==> config.mk <==
export PLATFORM = sky130hd
export DESIGN_NAME = mfcc_coeff_reader
export DESIGN_NICKNAME = d
export VERILOG_FILES = /design/src/rtl/mfcc_coeff_reader.sv
export SDC_FILE = /design/constraint.sdc
export NUM_CORES = 1
export LEC_CHECK = 0
export CAP_MARGIN = 10
export CORE_ASPECT_RATIO = 1.2
export CORE_MARGIN = 2
export CORE_UTILIZATION = 58
export CTS_CLUSTER_DIAMETER = 80
export DETAILED_ROUTE_END_ITERATION = 6
export DONT_BUFFER_PORTS = 1
export PLACE_DENSITY_LB_ADDON = 0.08
export SETUP_SLACK_MARGIN = 0.4
export SYNTH_ARGS = -nofsm -noshare
export SYNTH_HDL_FRONTEND = slang
export SYNTH_SLANG_ARGS = --single-unit
==> constraint.sdc <==
create_clock -name clk -period 49.9 [get_ports clk]
set_input_delay 12.475 -clock clk [delete_from_list [all_inputs] [get_ports clk]]
set_output_delay 12.475 -clock clk [all_outputs]
set_load 0.01 [all_outputs]
==> src/rtl/mfcc_coeff_reader.sv <==
// mfcc_coeff_reader
// Captures a parallel 13-coefficient MFCC frame on each rising edge of
// mfcc_done and streams it out one coefficient per valid/ready transfer.
// One extra frame can wait in a pending slot. A frame that arrives while both
// slots are occupied is dropped and sets the sticky overflow flag.
//
// Ports
//   clk, rst             : clock, asynchronous active-high reset
//   mfcc_done            : frame-complete level from the MFCC engine
//   mfcc_in_0..12 [17:0] : parallel unsigned coefficients
//   coeff_ready          : downstream accepts the current word
//   clear_ovf            : synchronous clear of overflow
//   coeff_data [17:0]    : streamed coefficient
//   coeff_idx  [3:0]     : index of coeff_data
//   coeff_valid          : coeff_data / coeff_idx valid
//   coeff_last           : final word of the frame (index 12)
//   busy                 : streaming or pending slot occupied
//   overflow             : sticky, a frame was dropped
//   frame_count [15:0]   : frames fully streamed, wrapping
//
// Configuration
//   MFCC_DROP_C0_EN : when defined, coefficient 0 is skipped and each frame
//                     streams indices 1..12 only.
module mfcc_coeff_reader (
    input  logic        clk,
    input  logic        rst,
    input  logic        mfcc_done,
    input  logic [17:0] mfcc_in_0,
    input  logic [17:0] mfcc_in_1,
    input  logic [17:0] mfcc_in_2,
    input  logic [17:0] mfcc_in_3,
    input  logic [17:0] mfcc_in_4,
    input  logic [17:0] mfcc_in_5,
    input  logic [17:0] mfcc_in_6,
    input  logic [17:0] mfcc_in_7,
    input  logic [17:0] mfcc_in_8,
    input  logic [17:0] mfcc_in_9,
    input  logic [17:0] mfcc_in_10,
    input  logic [17:0] mfcc_in_11,
    input  logic [17:0] mfcc_in_12,
    input  logic        coeff_ready,
    input  logic        clear_ovf,
    output logic [17:0] coeff_data,
    output logic [3:0]  coeff_idx,
    output logic        coeff_valid,
    output logic        coeff_last,
    output logic        busy,
    output logic        overflow,
    output logic [15:0] frame_count
);

    localparam int unsigned CW = 18;
    localparam int unsigned NC = 13;
    localparam int unsigned IW = 4;
    localparam int unsigned FW = 16;

    localparam logic [IW-1:0] LAST_IDX = IW'(12);
`ifdef MFCC_DROP_C0_EN
    localparam logic [IW-1:0] FIRST_IDX = IW'(1);
`else
    localparam logic [IW-1:0] FIRST_IDX = IW'(0);
`endif

    typedef logic [CW-1:0] coeff_t;

    typedef enum logic {
        IDLE   = 1'b0,
        STREAM = 1'b1
    } state_t;

    // Parallel inputs gathered into an indexable array
    coeff_t in_c [NC];

    assign in_c[0]  = mfcc_in_0;
    assign in_c[1]  = mfcc_in_1;
    assign in_c[2]  = mfcc_in_2;
    assign in_c[3]  = mfcc_in_3;
    assign in_c[4]  = mfcc_in_4;
    assign in_c[5]  = mfcc_in_5;
    assign in_c[6]  = mfcc_in_6;
    assign in_c[7]  = mfcc_in_7;
    assign in_c[8]  = mfcc_in_8;
    assign in_c[9]  = mfcc_in_9;
    assign in_c[10] = mfcc_in_10;
    assign in_c[11] = mfcc_in_11;
    assign in_c[12] = mfcc_in_12;

    state_t          state_q, state_d;
    coeff_t          act_q  [NC];
    coeff_t          act_d  [NC];
    coeff_t          pend_q [NC];
    coeff_t          pend_d [NC];
    logic            pend_full_q, pend_full_d;
    logic            done_q;
    logic [IW-1:0]   idx_q, idx_d;
    coeff_t          data_q, data_d;
    logic            valid_q, valid_d;
    logic            last_q, last_d;
    logic            busy_q, busy_d;
    logic            ovf_q, ovf_d;
    logic [FW-1:0]   fcnt_q, fcnt_d;

    logic            cap_ev_c;
    logic            xfer_c;
    logic            last_xfer_c;
    logic            ovf_set_c;
    logic [IW-1:0]   idx_inc_c;

    // Rising edge of mfcc_done; done_q resets to 0 so a level held through
    // reset deassertion still produces one event
    assign cap_ev_c    = mfcc_done & ~done_q;
    assign xfer_c      = valid_q & coeff_ready;
    assign last_xfer_c = xfer_c & last_q;
    assign idx_inc_c   = idx_q + IW'(1);

    // State and datapath registers
    always_ff @(posedge clk or posedge rst) begin
        if (rst) begin
            state_q     <= IDLE;
            act_q       <= '{default: '0};
            pend_q      <= '{default: '0};
            pend_full_q <= 1'b0;
            done_q      <= 1'b0;
            idx_q       <= '0;
            data_q      <= '0;
            valid_q     <= 1'b0;
            last_q      <= 1'b0;
            busy_q      <= 1'b0;
            ovf_q       <= 1'b0;
            fcnt_q      <= '0;
        end else begin
            state_q     <= state_d;
            act_q       <= act_d;
            pend_q      <= pend_d;
            pend_full_q <= pend_full_d;
            done_q      <= mfcc_done;
            idx_q       <= idx_d;
            data_q      <= data_d;
            valid_q     <= valid_d;
            last_q      <= last_d;
            busy_q      <= busy_d;
            ovf_q       <= ovf_d;
            fcnt_q      <= fcnt_d;
        end
    end

    // Next-state: capture, streaming advance and pending-slot handoff
    always_comb begin
        state_d     = state_q;
        act_d       = act_q;
        pend_d      = pend_q;
        pend_full_d = pend_full_q;
        idx_d       = idx_q;
        data_d      = data_q;
        valid_d     = valid_q;
        last_d      = last_q;
        fcnt_d      = fcnt_q;
        ovf_set_c   = 1'b0;

        unique case (state_q)
            IDLE: begin
                if (cap_ev_c) begin
                    act_d   = in_c;
                    state_d = STREAM;
                    idx_d   = FIRST_IDX;
                    data_d  = in_c[FIRST_IDX];
                    valid_d = 1'b1;
                    last_d  = 1'b0;
                end
            end

            STREAM: begin
                if (last_xfer_c) begin
                    fcnt_d  = fcnt_q + FW'(1);
                    idx_d   = FIRST_IDX;
                    valid_d = 1'b1;
                    last_d  = 1'b0;
                    if (pend_full_q) begin
                        // Pending frame follows with no bubble; a simultaneous
                        // capture refills the slot just vacated
                        act_d  = pend_q;
                        data_d = pend_q[FIRST_IDX];
                        if (cap_ev_c) begin
                            pend_d = in_c;
                        end else begin
                            pend_full_d = 1'b0;
                        end
                    end else if (cap_ev_c) begin
                        act_d  = in_c;
                        data_d = in_c[FIRST_IDX];
                    end else begin
                        state_d = IDLE;
                        valid_d = 1'b0;
                        idx_d   = '0;
                        data_d  = '0;
                    end
                end else begin
                    if (xfer_c) begin
                        idx_d  = idx_inc_c;
                        data_d = act_q[idx_inc_c];
                        last_d = (idx_inc_c == LAST_IDX);
                    end
                    if (cap_ev_c) begin
                        if (!pend_full_q) begin
                            pend_d      = in_c;
                            pend_full_d = 1'b1;
                        end else begin
                            ovf_set_c = 1'b1;
                        end
                    end
                end
            end

            default: begin
                state_d = IDLE;
            end
        endcase

        // A new drop wins over a same-cycle clear
        ovf_d  = (ovf_q & ~clear_ovf) | ovf_set_c;
        busy_d = (state_d == STREAM) | pend_full_d;
    end

    assign coeff_data  = data_q;
    assign coeff_idx   = idx_q;
    assign coeff_valid = valid_q;
    assign coeff_last  = last_q;
    assign busy        = busy_q;
    assign overflow    = ovf_q;
    assign frame_count = fcnt_q;

endmodule
==> impl_metrics.py <==
metrics = {
    "setup_path": {
        "reg2reg_from": "state_q$_DFF_PP0_",
        "r2r_cells": 6,
        "cp.required_ps": 50370,
        "criticalPathCategory": "input pin to register",
        "reg2reg_to": "act_q[46]$_DFFE_PP0P_",
        "reg2reg_setup_slack_ps": 44960,
        "setup.worst_path.start": "mfcc_done",
        "endpoint_kind": "register",
        "cp-endpoint": "act_q[46]$_DFFE_PP0P_",
        "crit_arrival_ps": 15430,
        "crit_fanout": 94,
        "crit_path_start_kind": "input pin",
    },
    "cts": {
        "htree_levels": 2,
        "post_cts_buffers": 0,
        "cts_resized": 0,
        "clkLatencyLatePin_ps": 580,
        "hold_buffers": 0,
        "clockRootBuffer": "clkbuf_16",
        "cts_inserted_buffers": 51,
        "cts_tree": "yes",
        "clock_sinks": 513,
        "path_clk_slew_ps": 60,
        "cts.path.max_buffers": 3,
    },
    "final_layout": {
        "multi_input_area_sq_um": 8950,
        "area.growth.synth_to_final_pct": 7.36,
        "final_nets": 2043,
        "seq_area_sq_um": 12800,
        "drive_above_1_share": 0.131,
        "stdcell_area_sq_um": 24200,
        "fillers": 3080,
        "fin_util": 0.628,
    },
    "logic_synthesis": {
        "syn-instance-count": 1886,
        "ys.flop_type": "dfrtp_1",
        "ys_seq_area_frac": 0.569,
        "yosysTopAreaCell": "dfrtp_1",
        "async_reset_ff_frac": 1.00,
        "syn_nets": 2127,
        "synth_edf_count": 0,
        "synth.cell_area_sq_um": 22600,
        "yosys.area.top_type_share": 0.569,
        "synth_area_per_cell_sq_um": 12.0,
        "synth_cell_types": 47,
        "yosysWarningCount": 0,
        "ys_ff_latch": 513,
        "synthTopCellsByArea": "dfrtp_1, mux2_1, o22ai_1, mux4_2, a21oi_1",
    },
    "pwr": {
        "p_leak_nw": 10.5,
        "power.total_mw": 1.23,
        "p_int_mw": 0.874,
        "comb_power_share": 0.214,
        "peakVddDrop_mv": 0.0297,
        "power.density_nw_per_um2": 50.9,
        "clock_power_share": 0.302,
        "sw_frac_of_total": 0.291,
        "switching_power_mw": 0.359,
        "p_seq_frac": 0.484,
    },
    "grt": {
        "grtUsageTotal": 0.300,
        "gr-total-overflow": 0,
        "grt_antenna_before_repair": 3,
        "grt_pass1_vias": 15500,
        "grt_pass1_wl_mm": 91.8,
        "grt_max_degree": 151,
    },
    "place": {
        "portBuffers": 0,
        "dp_slack_ps": 34300,
        "placed_area_sq_um": 22600,
        "place.gp.congestion": 0.862,
        "hpwl_mm": 39.7,
    },
    "timing": {
        "setup_viol": 0,
        "max-slew-margin-rel": 0.197,
        "tightest_slew_ps": 1200,
        "drv_slew": 0,
        "post-route-min-period_ps": 14960,
        "skew_ps": 23.9,
        "setup_tns_ps": 0,
        "rsz0062_at_grt": "false",
        "hold_viol": 0,
        "setup_slack_ps": 34940,
        "finalCritPeriodShare": 0.300,
        "fmax_mhz": 66.9,
    },
    "floorplanning": {
        "io_pins": 281,
        "die_area_sq_um": 40500,
        "rows": 79,
        "core_sq_um": 38500,
        "die_x_um": 184,
        "die-height_um": 220,
        "start_util": 0.585,
    },
    "routing": {
        "wl_mm": 60.6,
        "postRouteAntennaNets": 0,
        "drc_errors": 0,
        "first_pass_iters": 4,
        "vias": 15300,
        "drt-vias-per-instance": 6.58,
        "drt_iter0_drc": 1019,
        "wl_per_cell_um": 26.1,
    },
    "min_path": {
        "hold_path_class": "register to register",
    },
    "run": {
        "max_cap_violations": 0,
    },
    "outcome": {
        "outcome": "completed",
    },
}
## placed cells by master, fill, tap and decap left out, types with 5 or more instances in the layout
cell type	netlist	routed
inv_1	8	7
o21ai_0	8	8
xnor2_1	10	10
clkinvlp_4	0	5
buf_4	1	22
clkbuf_8	0	7
a2111o_1	13	13
nor2_1	242	242
mux2_1	160	160
o22ai_1	216	216
mux4_2	54	54
o221ai_1	5	5
a31oi_1	13	13
a21oi_1	223	223
mux2_2	80	80
o2bb2ai_1	5	5
nand2_1	31	28
nand3_1	22	22
and3_1	20	20
mux2i_1	13	13
clkbuf_16	0	53
dfrtp_1	513	512
a211oi_1	14	14
clkbuf_1	54	14
nor3_1	18	18
a21o_1	13	13
xor2_1	6	6
a22oi_1	5	5
## registers in the layout (all words and copies together) (netlist names), 4 cells and up
| name | count |
|---|---|
| act_q | 234 |
| coeff_idx | 4 |
| coeff_data | 18 |
| frame_count | 16 |
| pend_q | 234 |
## power groups by stage
| stage | Sequential [mW] | Combinational [mW] | Clock, mW |
|---|---|---|---|
| floorplan | 0.571 | 0.207 | 0 |
| global placement | 0.598 | 0.257 | 0 |
| detailed placement | 0.603 | 0.264 | 0 |
| CTS | 0.596 | 0.266 | 0.378 |
| global route | 0.608 | 0.290 | 0.396 |
| finish | 0.597 | 0.264 | 0.372 |
## critical path: stages
cell     delay [ps]
nor2b_1         110
buf_4           210
nand2_4         380
buf_4           780
buf_4           920
o22ai_1         240
a21oi_1         220
## worst min path at each step
stage,from,end,cells after the start
floorplan,act_q[216]$_DFFE_PP0P_,act_q[216]$_DFFE_PP0P_,1
global placement,act_q[231]$_DFFE_PP0P_,act_q[231]$_DFFE_PP0P_,1
detailed placement,act_q[231]$_DFFE_PP0P_,act_q[231]$_DFFE_PP0P_,1
CTS,act_q[231]$_DFFE_PP0P_,act_q[231]$_DFFE_PP0P_,1
global route,act_q[231]$_DFFE_PP0P_,act_q[231]$_DFFE_PP0P_,1
finish,act_q[231]$_DFFE_PP0P_,act_q[231]$_DFFE_PP0P_,1
## cell type report
class,count,area share
sequential,513,0.530
multi-input combinational,1205,0.370
clock buffer,74,0.0609
tap,486,0.0251
timing repair buffer,23,0.00764
clock inverter,11,0.00485
inverter,8,0.00155
antenna,3,0.000310
## routing by layer
layer  share of wire  track usage
met5         0.00020            0
met4           0.041        0.125
met3           0.094        0.105
met2            0.47        0.473
met1            0.39        0.380
## cells in the mapped netlist (all sizes together) (13+ instances only)
library cell  count
nor2            242
a2111o           13
a211oi           14
o22ai           216
mux4             54
and3             20
mux2            240
nand2            31
buf             106
nand3            24
mux2i            13
clkbuf           54
nor3             18
dfrtp           513
a31oi            13
a21o             13
a21oi           223
## per-stage QoR
step | cells | hold WS (ps)
final | 2323 | 476
after global routing | 2322 | 491
after CTS | 2320 | 478
after detailed placement | 2235 | 464
after global placement | 2235 | 458
after floorplan | 1886 | 444
## logic make-up (layout without fill, tap and decap cells)
| logic type | count (synthesis) | after routing | share of synthesized area |
|---|---|---|---|
| adder cells (fa/ha/maj) | 2 | 2 | 0.00111 |
| buffers and inverters | 168 | 116 | 0.0368 |
| flip-flops | 513 | 513 | 0.569 |
| AND/OR/NAND/NOR | 353 | 353 | 0.0664 |
| AO/OA/AOI/OAI | 524 | 524 | 0.139 |
| multiplexers | 307 | 307 | 0.179 |
| XOR/XNOR | 19 | 19 | 0.00837 |
| other | 0 | 3 | 0 |
No activity file was read; power rests on OpenSTA's default activity.
